### src/rtl/ctrl_seq_pkg.sv
// ctrl_seq_pkg: shared definitions for the registered control sequencer.
// Holds ALU operation codes, write-back source encodings, opcode prefix
// constants, register index constants, the sequencer state enum and the
// fixed-width part of the registered control bundle.
package ctrl_seq_pkg;

  // ALU operations
  localparam logic [2:0] kADD = 3'd0;
  localparam logic [2:0] kSUB = 3'd1;
  localparam logic [2:0] kLSH = 3'd2;
  localparam logic [2:0] kRSH = 3'd3;
  localparam logic [2:0] kXOR = 3'd4;
  localparam logic [2:0] kORR = 3'd5;
  localparam logic [2:0] kRXR = 3'd6;

  // Write-back source select
  localparam logic [2:0] kWS_ALU  = 3'b000;
  localparam logic [2:0] kWS_MEM  = 3'b001;
  localparam logic [2:0] kWS_LLUT = 3'b010;
  localparam logic [2:0] kWS_MLUT = 3'b011;
  localparam logic [2:0] kWS_IMM  = 3'b100;

  // Opcode prefixes, compared against the top bits of the instruction
  localparam logic [2:0] kOP_LSL    = 3'b000;
  localparam logic [2:0] kOP_LSR    = 3'b001;
  localparam logic [4:0] kOP_LD     = 5'b01000;
  localparam logic [4:0] kOP_ST     = 5'b01001;
  localparam logic [3:0] kOP_XOR    = 4'b0110;
  localparam logic [3:0] kOP_RXR    = 4'b0111;
  localparam logic [3:0] kOP_JMP    = 4'b1000;
  localparam logic [3:0] kOP_SPC    = 4'b1001;
  localparam logic [3:0] kOP_LUT    = 4'b1010;
  localparam logic [5:0] kOP_CTC    = 6'b101100;
  localparam logic [3:0] kOP_CPY    = 4'b1100;
  localparam logic [3:0] kOP_OR     = 4'b1101;
  localparam logic [3:0] kOP_ADDSUB = 4'b1110;
  localparam logic [3:0] kOP_MOV    = 4'b1111;
  localparam logic [8:0] kOP_ACK    = 9'h1FF;

  // Register indices
  localparam int unsigned kR0 = 0;
  localparam int unsigned kR1 = 1;
  localparam int unsigned kR8 = 8;
  localparam int unsigned kR9 = 9;

  typedef enum logic [1:0] {
    RUN  = 2'd0,
    WAIT = 2'd1,
    HALT = 2'd2
  } state_e;

  // Fixed-width fields of the registered bundle
  typedef struct packed {
    logic       ov;
    logic       ack;
    logic       je;
    logic       jne;
    logic       offs;
    logic       rwe;
    logic       mwe;
    logic [1:0] pcs;
    logic [2:0] ws;
    logic [2:0] alu;
  } ctrl_flags_t;

endpackage

### src/rtl/ctrl_decode.sv
// ctrl_decode: combinational 9-bit instruction to control-bundle decoder.
// Ports:
//   inst_i                 instruction word
//   je_o/jne_o/offs_o      branch controls
//   rwe_o/mwe_o            register / memory write enables
//   pcs_o, ws_o, alu_o     PC register select, write-back source, ALU op
//   ra_o/rb_o/wa_o         register addresses (RW bits)
//   imm_o                  zero-extended inst_i[4:0]
//   is_ack_o, is_ld_o      instruction class flags for the sequencer
module ctrl_decode
  import ctrl_seq_pkg::*;
#(
  parameter int unsigned RW = 4,
  parameter int unsigned DW = 8
) (
  input  logic [8:0]    inst_i,
  output logic          je_o,
  output logic          jne_o,
  output logic          offs_o,
  output logic          rwe_o,
  output logic          mwe_o,
  output logic [1:0]    pcs_o,
  output logic [2:0]    ws_o,
  output logic [2:0]    alu_o,
  output logic [RW-1:0] ra_o,
  output logic [RW-1:0] rb_o,
  output logic [RW-1:0] wa_o,
  output logic [DW-1:0] imm_o,
  output logic          is_ack_o,
  output logic          is_ld_o
);

  logic [RW-1:0] x;

  always_comb begin
    je_o     = 1'b0;
    jne_o    = 1'b0;
    offs_o   = 1'b0;
    rwe_o    = 1'b0;
    mwe_o    = 1'b0;
    pcs_o    = '0;
    ws_o     = kWS_ALU;
    alu_o    = kADD;
    ra_o     = '0;
    rb_o     = '0;
    wa_o     = '0;
    imm_o    = DW'(inst_i[4:0]);
    is_ack_o = 1'b0;
    is_ld_o  = 1'b0;
    x        = RW'(inst_i[4:2]);

    // Ack shares the mov prefix, so it must be tested first
    if (inst_i == kOP_ACK) begin
      is_ack_o = 1'b1;
    end else if (inst_i[8:6] == kOP_LSL || inst_i[8:6] == kOP_LSR) begin
      rwe_o = 1'b1;
      wa_o  = RW'(inst_i[5:3]);
      ra_o  = RW'(kR8);
      rb_o  = RW'(inst_i[2:0]);
      alu_o = (inst_i[8:6] == kOP_LSR) ? kRSH : kLSH;
    end else if (inst_i[8:4] == kOP_LD) begin
      is_ld_o = 1'b1;
      rwe_o   = 1'b1;
      wa_o    = RW'(inst_i[3:1]);
      ra_o    = RW'(kR1);
      ws_o    = kWS_MEM;
    end else if (inst_i[8:4] == kOP_ST) begin
      mwe_o = 1'b1;
      ra_o  = RW'(kR1);
      rb_o  = RW'(inst_i[3:1]);
    end else if (inst_i[8:5] == kOP_XOR) begin
      rwe_o = 1'b1;
      wa_o  = x;
      ra_o  = x;
      rb_o  = RW'(kR8);
      alu_o = kXOR;
    end else if (inst_i[8:5] == kOP_RXR) begin
      rwe_o = 1'b1;
      wa_o  = x;
      ra_o  = x;
      alu_o = kRXR;
    end else if (inst_i[8:5] == kOP_JMP) begin
      jne_o = inst_i[4];
      je_o  = ~inst_i[4];
      pcs_o = inst_i[3:2];
    end else if (inst_i[8:5] == kOP_SPC) begin
      pcs_o  = inst_i[4:3];
      offs_o = inst_i[2];
    end else if (inst_i[8:5] == kOP_LUT) begin
      rwe_o = 1'b1;
      wa_o  = RW'(kR8);
      if (inst_i[1]) begin
        ws_o = kWS_MLUT;
        rb_o = x;
      end else begin
        ws_o = kWS_LLUT;
        ra_o = x;
      end
    end else if (inst_i[8:3] == kOP_CTC) begin
      rwe_o = 1'b1;
      wa_o  = RW'(kR9);
      ra_o  = RW'(kR0);
      rb_o  = RW'(kR0);
      alu_o = kADD;
    end else if (inst_i[8:5] == kOP_CPY) begin
      rwe_o = 1'b1;
      wa_o  = x;
      ra_o  = RW'(kR8);
      rb_o  = RW'(kR0);
      alu_o = kADD;
    end else if (inst_i[8:5] == kOP_OR) begin
      rwe_o = 1'b1;
      wa_o  = x;
      ra_o  = x;
      rb_o  = RW'({1'b1, inst_i[1:0]});
      alu_o = kORR;
    end else if (inst_i[8:5] == kOP_ADDSUB) begin
      rwe_o = 1'b1;
      wa_o  = x;
      ra_o  = x;
      rb_o  = RW'(kR8);
      alu_o = inst_i[1] ? kSUB : kADD;
    end else if (inst_i[8:5] == kOP_MOV) begin
      rwe_o = 1'b1;
      wa_o  = RW'(kR8);
      ws_o  = kWS_IMM;
    end
  end

endmodule

### src/rtl/ctrl_seq.sv
// ctrl_seq: registered control decoder with load wait-state sequencer,
// sticky halt/Ack and a saturating retired-instruction counter.
// Ports:
//   Clk, Reset (sync, active-high)
//   Instruction, InstValid       fetch side
//   Stall                        PC hold request
//   OutValid + control bundle    registered decode result
//   Ack                          sticky program-done flag
//   InstCount                    saturating retired-instruction count
module ctrl_seq
  import ctrl_seq_pkg::*;
#(
  parameter int unsigned RW      = 4,
  parameter int unsigned DW      = 8,
  parameter int unsigned MEM_LAT = 1,
  parameter int unsigned CNT_W   = 16
) (
  input  logic             Clk,
  input  logic             Reset,
  input  logic [8:0]       Instruction,
  input  logic             InstValid,
  output logic             Stall,
  output logic             OutValid,
  output logic             JumpEqual,
  output logic             JumpNotEqual,
  output logic             OffsetEn,
  output logic             RegWrEn,
  output logic             MemWrEn,
  output logic             Ack,
  output logic [1:0]       PCRegSelect,
  output logic [2:0]       WriteSource,
  output logic [2:0]       ALUOp,
  output logic [RW-1:0]    ReadRegAddrA,
  output logic [RW-1:0]    ReadRegAddrB,
  output logic [RW-1:0]    WriteRegAddr,
  output logic [DW-1:0]    ImmOut,
  output logic [CNT_W-1:0] InstCount
);

  logic          dec_je, dec_jne, dec_offs, dec_rwe, dec_mwe;
  logic          dec_ack, dec_ld;
  logic [1:0]    dec_pcs;
  logic [2:0]    dec_ws, dec_alu;
  logic [RW-1:0] dec_ra, dec_rb, dec_wa;
  logic [DW-1:0] dec_imm;

  ctrl_decode #(
    .RW(RW),
    .DW(DW)
  ) u_decode (
    .inst_i  (Instruction),
    .je_o    (dec_je),
    .jne_o   (dec_jne),
    .offs_o  (dec_offs),
    .rwe_o   (dec_rwe),
    .mwe_o   (dec_mwe),
    .pcs_o   (dec_pcs),
    .ws_o    (dec_ws),
    .alu_o   (dec_alu),
    .ra_o    (dec_ra),
    .rb_o    (dec_rb),
    .wa_o    (dec_wa),
    .imm_o   (dec_imm),
    .is_ack_o(dec_ack),
    .is_ld_o (dec_ld)
  );

  state_e            state_q, state_d;
  logic [1:0]        wcnt_q, wcnt_d;
  logic [CNT_W-1:0]  count_q, count_d;
  ctrl_flags_t       flags_q, flags_d;
  logic [RW-1:0]     ra_q, ra_d, rb_q, rb_d, wa_q, wa_d;
  logic [DW-1:0]     imm_q, imm_d;
  logic              retire;

  always_ff @(posedge Clk) begin
    if (Reset) begin
      state_q <= RUN;
      wcnt_q  <= '0;
      count_q <= '0;
      flags_q <= '0;
      ra_q    <= '0;
      rb_q    <= '0;
      wa_q    <= '0;
      imm_q   <= '0;
    end else begin
      state_q <= state_d;
      wcnt_q  <= wcnt_d;
      count_q <= count_d;
      flags_q <= flags_d;
      ra_q    <= ra_d;
      rb_q    <= rb_d;
      wa_q    <= wa_d;
      imm_q   <= imm_d;
    end
  end

  always_comb begin
    state_d = state_q;
    wcnt_d  = wcnt_q;
    count_d = count_q;
    flags_d = flags_q;
    ra_d    = ra_q;
    rb_d    = rb_q;
    wa_d    = wa_q;
    imm_d   = imm_q;
    retire  = 1'b0;

    unique case (state_q)
      RUN: begin
        flags_d = '0;
        ra_d    = '0;
        rb_d    = '0;
        wa_d    = '0;
        imm_d   = '0;
        if (InstValid) begin
          if (dec_ack) begin
            flags_d.ack = 1'b1;
            state_d     = HALT;
            retire      = 1'b1;
          end else begin
            flags_d.ov   = 1'b1;
            flags_d.je   = dec_je;
            flags_d.jne  = dec_jne;
            flags_d.offs = dec_offs;
            flags_d.rwe  = dec_rwe;
            flags_d.mwe  = dec_mwe;
            flags_d.pcs  = dec_pcs;
            flags_d.ws   = dec_ws;
            flags_d.alu  = dec_alu;
            ra_d         = dec_ra;
            rb_d         = dec_rb;
            wa_d         = dec_wa;
            imm_d        = dec_imm;
            retire       = 1'b1;
            if (dec_ld && MEM_LAT != 0) begin
              // Write-back and retirement move to the last stalled cycle
              state_d     = WAIT;
              wcnt_d      = 2'(MEM_LAT - 1);
              flags_d.rwe = (MEM_LAT == 1);
              retire      = (MEM_LAT == 1);
            end
          end
        end
      end
      WAIT: begin
        if (wcnt_q == 2'd0) begin
          state_d = RUN;
          flags_d = '0;
          ra_d    = '0;
          rb_d    = '0;
          wa_d    = '0;
          imm_d   = '0;
        end else begin
          wcnt_d = wcnt_q - 2'd1;
          if (wcnt_q == 2'd1) begin
            flags_d.rwe = 1'b1;
            retire      = 1'b1;
          end
        end
      end
      HALT: begin
        state_d = HALT;
      end
      default: begin
        state_d = RUN;
      end
    endcase

    if (retire && count_q != '1) begin
      count_d = count_q + CNT_W'(1);
    end
  end

  assign Stall        = (state_q != RUN);
  assign OutValid     = flags_q.ov;
  assign Ack          = flags_q.ack;
  assign JumpEqual    = flags_q.je;
  assign JumpNotEqual = flags_q.jne;
  assign OffsetEn     = flags_q.offs;
  assign RegWrEn      = flags_q.rwe;
  assign MemWrEn      = flags_q.mwe;
  assign PCRegSelect  = flags_q.pcs;
  assign WriteSource  = flags_q.ws;
  assign ALUOp        = flags_q.alu;
  assign ReadRegAddrA = ra_q;
  assign ReadRegAddrB = rb_q;
  assign WriteRegAddr = wa_q;
  assign ImmOut       = imm_q;
  assign InstCount    = count_q;

endmodule
### config.mk
export PLATFORM = sky130hd
export DESIGN_NAME = ctrl_seq
export DESIGN_NICKNAME = d
export VERILOG_FILES = /design/src/rtl/ctrl_seq_pkg.sv /design/src/rtl/ctrl_decode.sv /design/src/rtl/ctrl_seq.sv
export SDC_FILE = /design/constraint.sdc
export NUM_CORES = 1
export LEC_CHECK = 0
export CORE_ASPECT_RATIO = 1.1
export CORE_MARGIN = 1.5
export CORE_UTILIZATION = 54
export CTS_CLUSTER_SIZE = 12
export DETAILED_ROUTE_END_ITERATION = 8
export PLACE_DENSITY = 0.95
export SYNTH_ARGS = -nofsm -noshare
export SYNTH_HDL_FRONTEND = slang
export SYNTH_SLANG_ARGS = --single-unit
### constraint.sdc
create_clock -name Clk -period 3.7 [get_ports Clk]
set_input_delay 1.11 -clock Clk [delete_from_list [all_inputs] [get_ports Clk]]
set_output_delay 1.11 -clock Clk [all_outputs]
set_load 0.02 [all_outputs]
# Word level (Yosys, flattened, before mapping)

Cells that the tools add are included.
W data, S select, Z words.

$add $sub $neg: 2
Multiply operators: 0
Divide/modulo/power cells: 0
Order comparisons: 0
Equal/unequal tests: 25
Shifts and indexed selects: 0
Muxes and demuxes: 162
Bitwise operators: 1
Reductions and logical operators: 11

Operator list:

| operator                | count |
|---|---|
| $mux W4                 | 46 |
| $mux W3                 | 30 |
| $mux W1                 | 55 |
| $mux W2                 | 16 |
| $pmux W15 S2            | 1 |
| $eq A4 B4 Y1 const B    | 7 |
| $pmux W4 S2             | 3 |
| $add A16 B1 Y16 const B | 1 |
| $ne A16 B16 Y1 const B  | 1 |
| $pmux W8 S2             | 1 |
| $mux W15                | 1 |
| $mux W5                 | 3 |
| $mux W13                | 1 |
| $eq A5 B4 Y1 const B    | 2 |
| $ne A2 B2 Y1 const B    | 5 |
| $eq A9 B9 Y1 const B    | 1 |
| $mux W9                 | 1 |
| $eq A4 B3 Y1 const B    | 2 |
| $mux W8                 | 1 |
| $eq A6 B6 Y1 const B    | 1 |
| $ne A3 B3 Y1 const B    | 2 |
| $pmux W2 S3             | 1 |
| $reduce_and A5 Y1       | 1 |
| $eq A2 B1 Y1 const B    | 2 |
| 13 further kinds        | 16 |

Register bits: 55
Latch bits: 0
Bits in writable memories: 0
Bits in read-only memories: 0
Output and inout port bits: 52
Logic and storage cells: 218
Memories: 0

# Depth between registers and ports, before layout

Word-level depth: 19
Gate-level depth with buffers: 6

# Modules after synthesis

From an unflattened synthesis, not the netlist that was laid out.

Cells, all modules: 344
Area, all modules: 2,857.7 um^2

Modules (own cells, without submodules):

| module      | times used | cells an instance | area each (um^2) | seq. area each (um^2) |
|---|---|---|---|---|
| ctrl_seq    | 1          | 244               | 2,220.9          | 1,101.1 |
| ctrl_decode | 1          | 100               | 636.9            | 0.0 |

# Worst setup path before layout

Ideal clock, no wire load.

Path type: input to register
Start: input port Instruction[2]
End: register imm_q[4], in the netlist ImmOut[4]
Data arrival time: 2,123 ps
Required time: 3,572 ps
Setup slack: 1,449 ps
Stages: 6
Path through: buf_2 -> nand4_1 -> o31a_2 -> buf_2 -> a22oi_1 -> nor2_1

Cells in the longest elaborated chain, start to end: 5

Ends and longest elaborated chain:

| element              | RTL line          | text |
|---|---|---|
| from (decl)          | ctrl_seq.sv:20    | `input logic [8:0] Instruction,` |
| $eq A9 B9 Y1         | ctrl_decode.sv:53 | `if (inst_i == kOP_ACK) begin` |
| $mux W1              | ctrl_decode.sv:53 |  |
| $mux W5              | ctrl_seq.sv:117   | `if (dec_ack) begin` |
| $mux W5              | ctrl_seq.sv:116   | `if (InstValid) begin` |
| $pmux W8 S2          | ctrl_seq.sv:109   | `unique case (state_q)` |
| to (signal assigned) | ctrl_seq.sv:94    | `imm_q <= imm_d;` |
| to (decl)            | ctrl_seq.sv:73    | `logic [DW-1:0] imm_q, imm_d;` |

Every way passes these cells.
A chain may end at the register's enable or synchronous reset.

# Worst setup path in the final report

Start: register state_q[1]
End: output port Stall

Cells in the longest elaborated chain, start to end: 1

Ends and longest elaborated chain:

| element                | RTL line        | text |
|---|---|---|
| from (decl)            | ctrl_seq.sv:68  | `state_e state_q, state_d;` |
| from (signal assigned) | ctrl_seq.sv:87  | `state_q <= state_d;` |
| $reduce_bool A2 Y1     | ctrl_seq.sv:175 | `assign Stall = (state_q != RUN);` |
| to (decl)              | ctrl_seq.sv:22  | `output logic Stall,` |

Every way passes these cells.

==> impl_metrics.ini <==
[detailed_routing]
drt_iter0_markers = 155
routed_wl_um = 7150
route.detailed.drc = 0
dr.pass1.iters = 4
dr_wl_met2_um = 3460
wire_per_inst_um = 16.1
met1Wirelength_um = 3150
highest_layer = met4
antenna_left = 0
met3WireLength_um = 429
num_vias = 2772
vias_per_cell = 6.26

[synth]
synth_edf_count = 0
synthTopCellsByCount = dfxtp_1, nor2_1, a21oi_1, nand2_1, o21ai_0
syn-cell-area_sq_um = 2830
synth_flop_cell = dfxtp_1
synth_cell_types = 61
synth-simple-area-share = 0.282
synthAdderAreaFrac = 0.0133
synth-compound-area-share = 0.218
syn_inst = 337
yosysTopAreaCell = dfxtp_1
synth_xor_area_frac = 0
synth_top_family_by_area = simple AND/OR/NAND/NOR gates
synth.area.top_cells = dfxtp_1, nor2_1, a21oi_1, mux2_2, a22oi_1
post-synth-top-count-cell = dfxtp_1
ys_ff_latch = 52
ys_seq_area_frac = 0.368
muxShareOfSynthArea = 0.0522
netlist.area_leader.share = 0.368
synth-warning-count = 0
syn_avg_cell_area_sq_um = 8.39
async_flop_share = 0

[sta]
clock_skew_ps = 6.10
rsz0062_at_grt = false
setup_violations = 0
max_freq_mhz = 333
max-slew-margin-rel = 0.527
fin_hold_ws_ps = 463
setup_tns_ps = 0
period_share = 0.811
finalHoldViolations = 0
slew_viol_final = 0
fin_crit_ps = 3000
tightest_slew_ps = 705

[clock_tree]
ctsHoldBuffers = 0
root_buffer = clkbuf_8
cts_buffers = 5
cts_tree = built
clock_latency_ps = 310
cts_setup_buffers = 0
cts_num_sinks = 52
cts_resized = 0
path_clk_slew_ps = 90
cts_max_path_buffers = 2
htreeDepth = 2

[global_route]
grt_util_all_layers = 0.256
grt_antenna_before_repair = 0
grt.overflow.total = 0
grt_max_degree = 46
grt_pass1_vias = 2513
grt_pass1_wl_um = 11700

[pwr]
leakage_nw = 1.22
ir_worst_vdd_mv = 0.242
p_per_area_nw_per_um2 = 329

[run]
drv_cap = 0

[setup_path]
setup.worst_path.start_class = flop
cp_max_fo = 11
cp.arrival_ps = 1890
crit_path_end_kind = output pin
crit_type = reg2out
rr_worst_depth = 5
worstPathRequired_ps = 2590

[place]
gp_congestion = 0.894
io_buffers = 60
dp_hpwl_um = 5030

[floorplanning]
io_pins = 64
die_w_um = 72.0
die_area_sq_um = 5680
coreArea_sq_um = 5030
start_util = 0.562
die_h_um = 78.9
fp-row-count = 27

[final_layout]
area_growth_pct = 25.4
diodes = 0
drive_above_1_share = 0.101
fin_nets = 399

[worst_hold_path]
hold_depth = 2
hp-class = reg2reg

[outcome]
status = completed
-- worst paths after layout --
check | start | to | slack, ps
worst max-delay path | state_q[1] | Stall | 700
worst min-delay path | WriteSource[1] | WriteSource[1] | 460
worst max register to register | InstCount[0] | InstCount[0] | 1500
worst min register to register | WriteSource[1] | WriteSource[1] | 460
-- metrics by stage --
step / power (mW) / area, sq um / utilization / std cells / setup slack (ps)
2_1_floorplan: 0.692 / 2830 / - / 339 / 1450
3_3_place_gp: 0.747 / 3420 / 0.679 / 435 / 599
3_5_place_dp: 0.750 / 3420 / 0.679 / 435 / 545
4_1_cts: 1.17 / 3540 / 0.704 / 443 / 705
5_1_grt: 1.21 / 3540 / 0.704 / 443 / 587
6_report: 1.17 / 3540 / 0.704 / 443 / 698
-- per-layer routing --
layer	up-vias	GRT usage
met2	118	0.432
met1	1312	0.322
met3	14	0.0495
li1	1328	-
met4	0	0.0962
met5	-	0
-- power breakdown --
group          internal, mW  switching [mW]  total [mW]
sequential            0.571         0.00901       0.580
clock                 0.239           0.189       0.428
combinational        0.0663          0.0935       0.160
total                 0.876           0.291        1.17
-- cell families after synthesis --
| kind of cell | after synthesis |
|---|---|
| fa+ha+maj | 3 |
| compound gates | 91 |
| buf+inv | 40 |
| mux | 13 |
| other cells | 1 |
| flops | 52 |
| simple gates | 137 |
-- layout by cell type, fill, tap and decap left out, drive strengths merged, types with 3 or more instances in the layout --
cell,instances
nor3,7
conb,3
a211oi,4
a22oi,12
nor4,7
nand3,8
inv,9
clkdlybuf4s50,59
and2,4
nand4,10
o21ai,16
nand3b,6
buf,9
a32oi,8
mux2,11
nand2,15
clkbuf,7
o31ai,5
nor2,37
nor2b,13
nand2b,11
dfxtp,52
or4,4
a21oi,23
ha,3
-- final cells by class --
class                   count  area (sq um)
repair buffers             68           656
clock buffers               7          96.3
multi-input cells         247          1610
inverters                  10          37.5
flip-flops and latches     52          1040
clock inverters             1          30.0
fillers                   403          1490
well taps                  58          72.6
-- worst max-delay path: stages (launching register included) --
cell and delay (ps):
dfxtp_1 580, inv_1 270, nand2_1 140, clkdlybuf4s50_1 600
-- registers in the layout (all words and copies together), names as in the netlist --
| register | count |
|---|---|
| ImmOut | 5 |
| wcnt_q | 2 |
| MemWrEn | 1 |
| OffsetEn | 1 |
| OutValid | 1 |
| ReadRegAddrB | 4 |
| Ack | 1 |
| state_q | 2 |
| InstCount | 16 |
| ALUOp | 3 |
| WriteRegAddr | 4 |
| WriteSource | 3 |
| JumpNotEqual | 1 |
| PCRegSelect | 2 |
| ReadRegAddrA | 4 |
| RegWrEn | 1 |
| JumpEqual | 1 |
No activity file was read; power rests on OpenSTA's default activity.
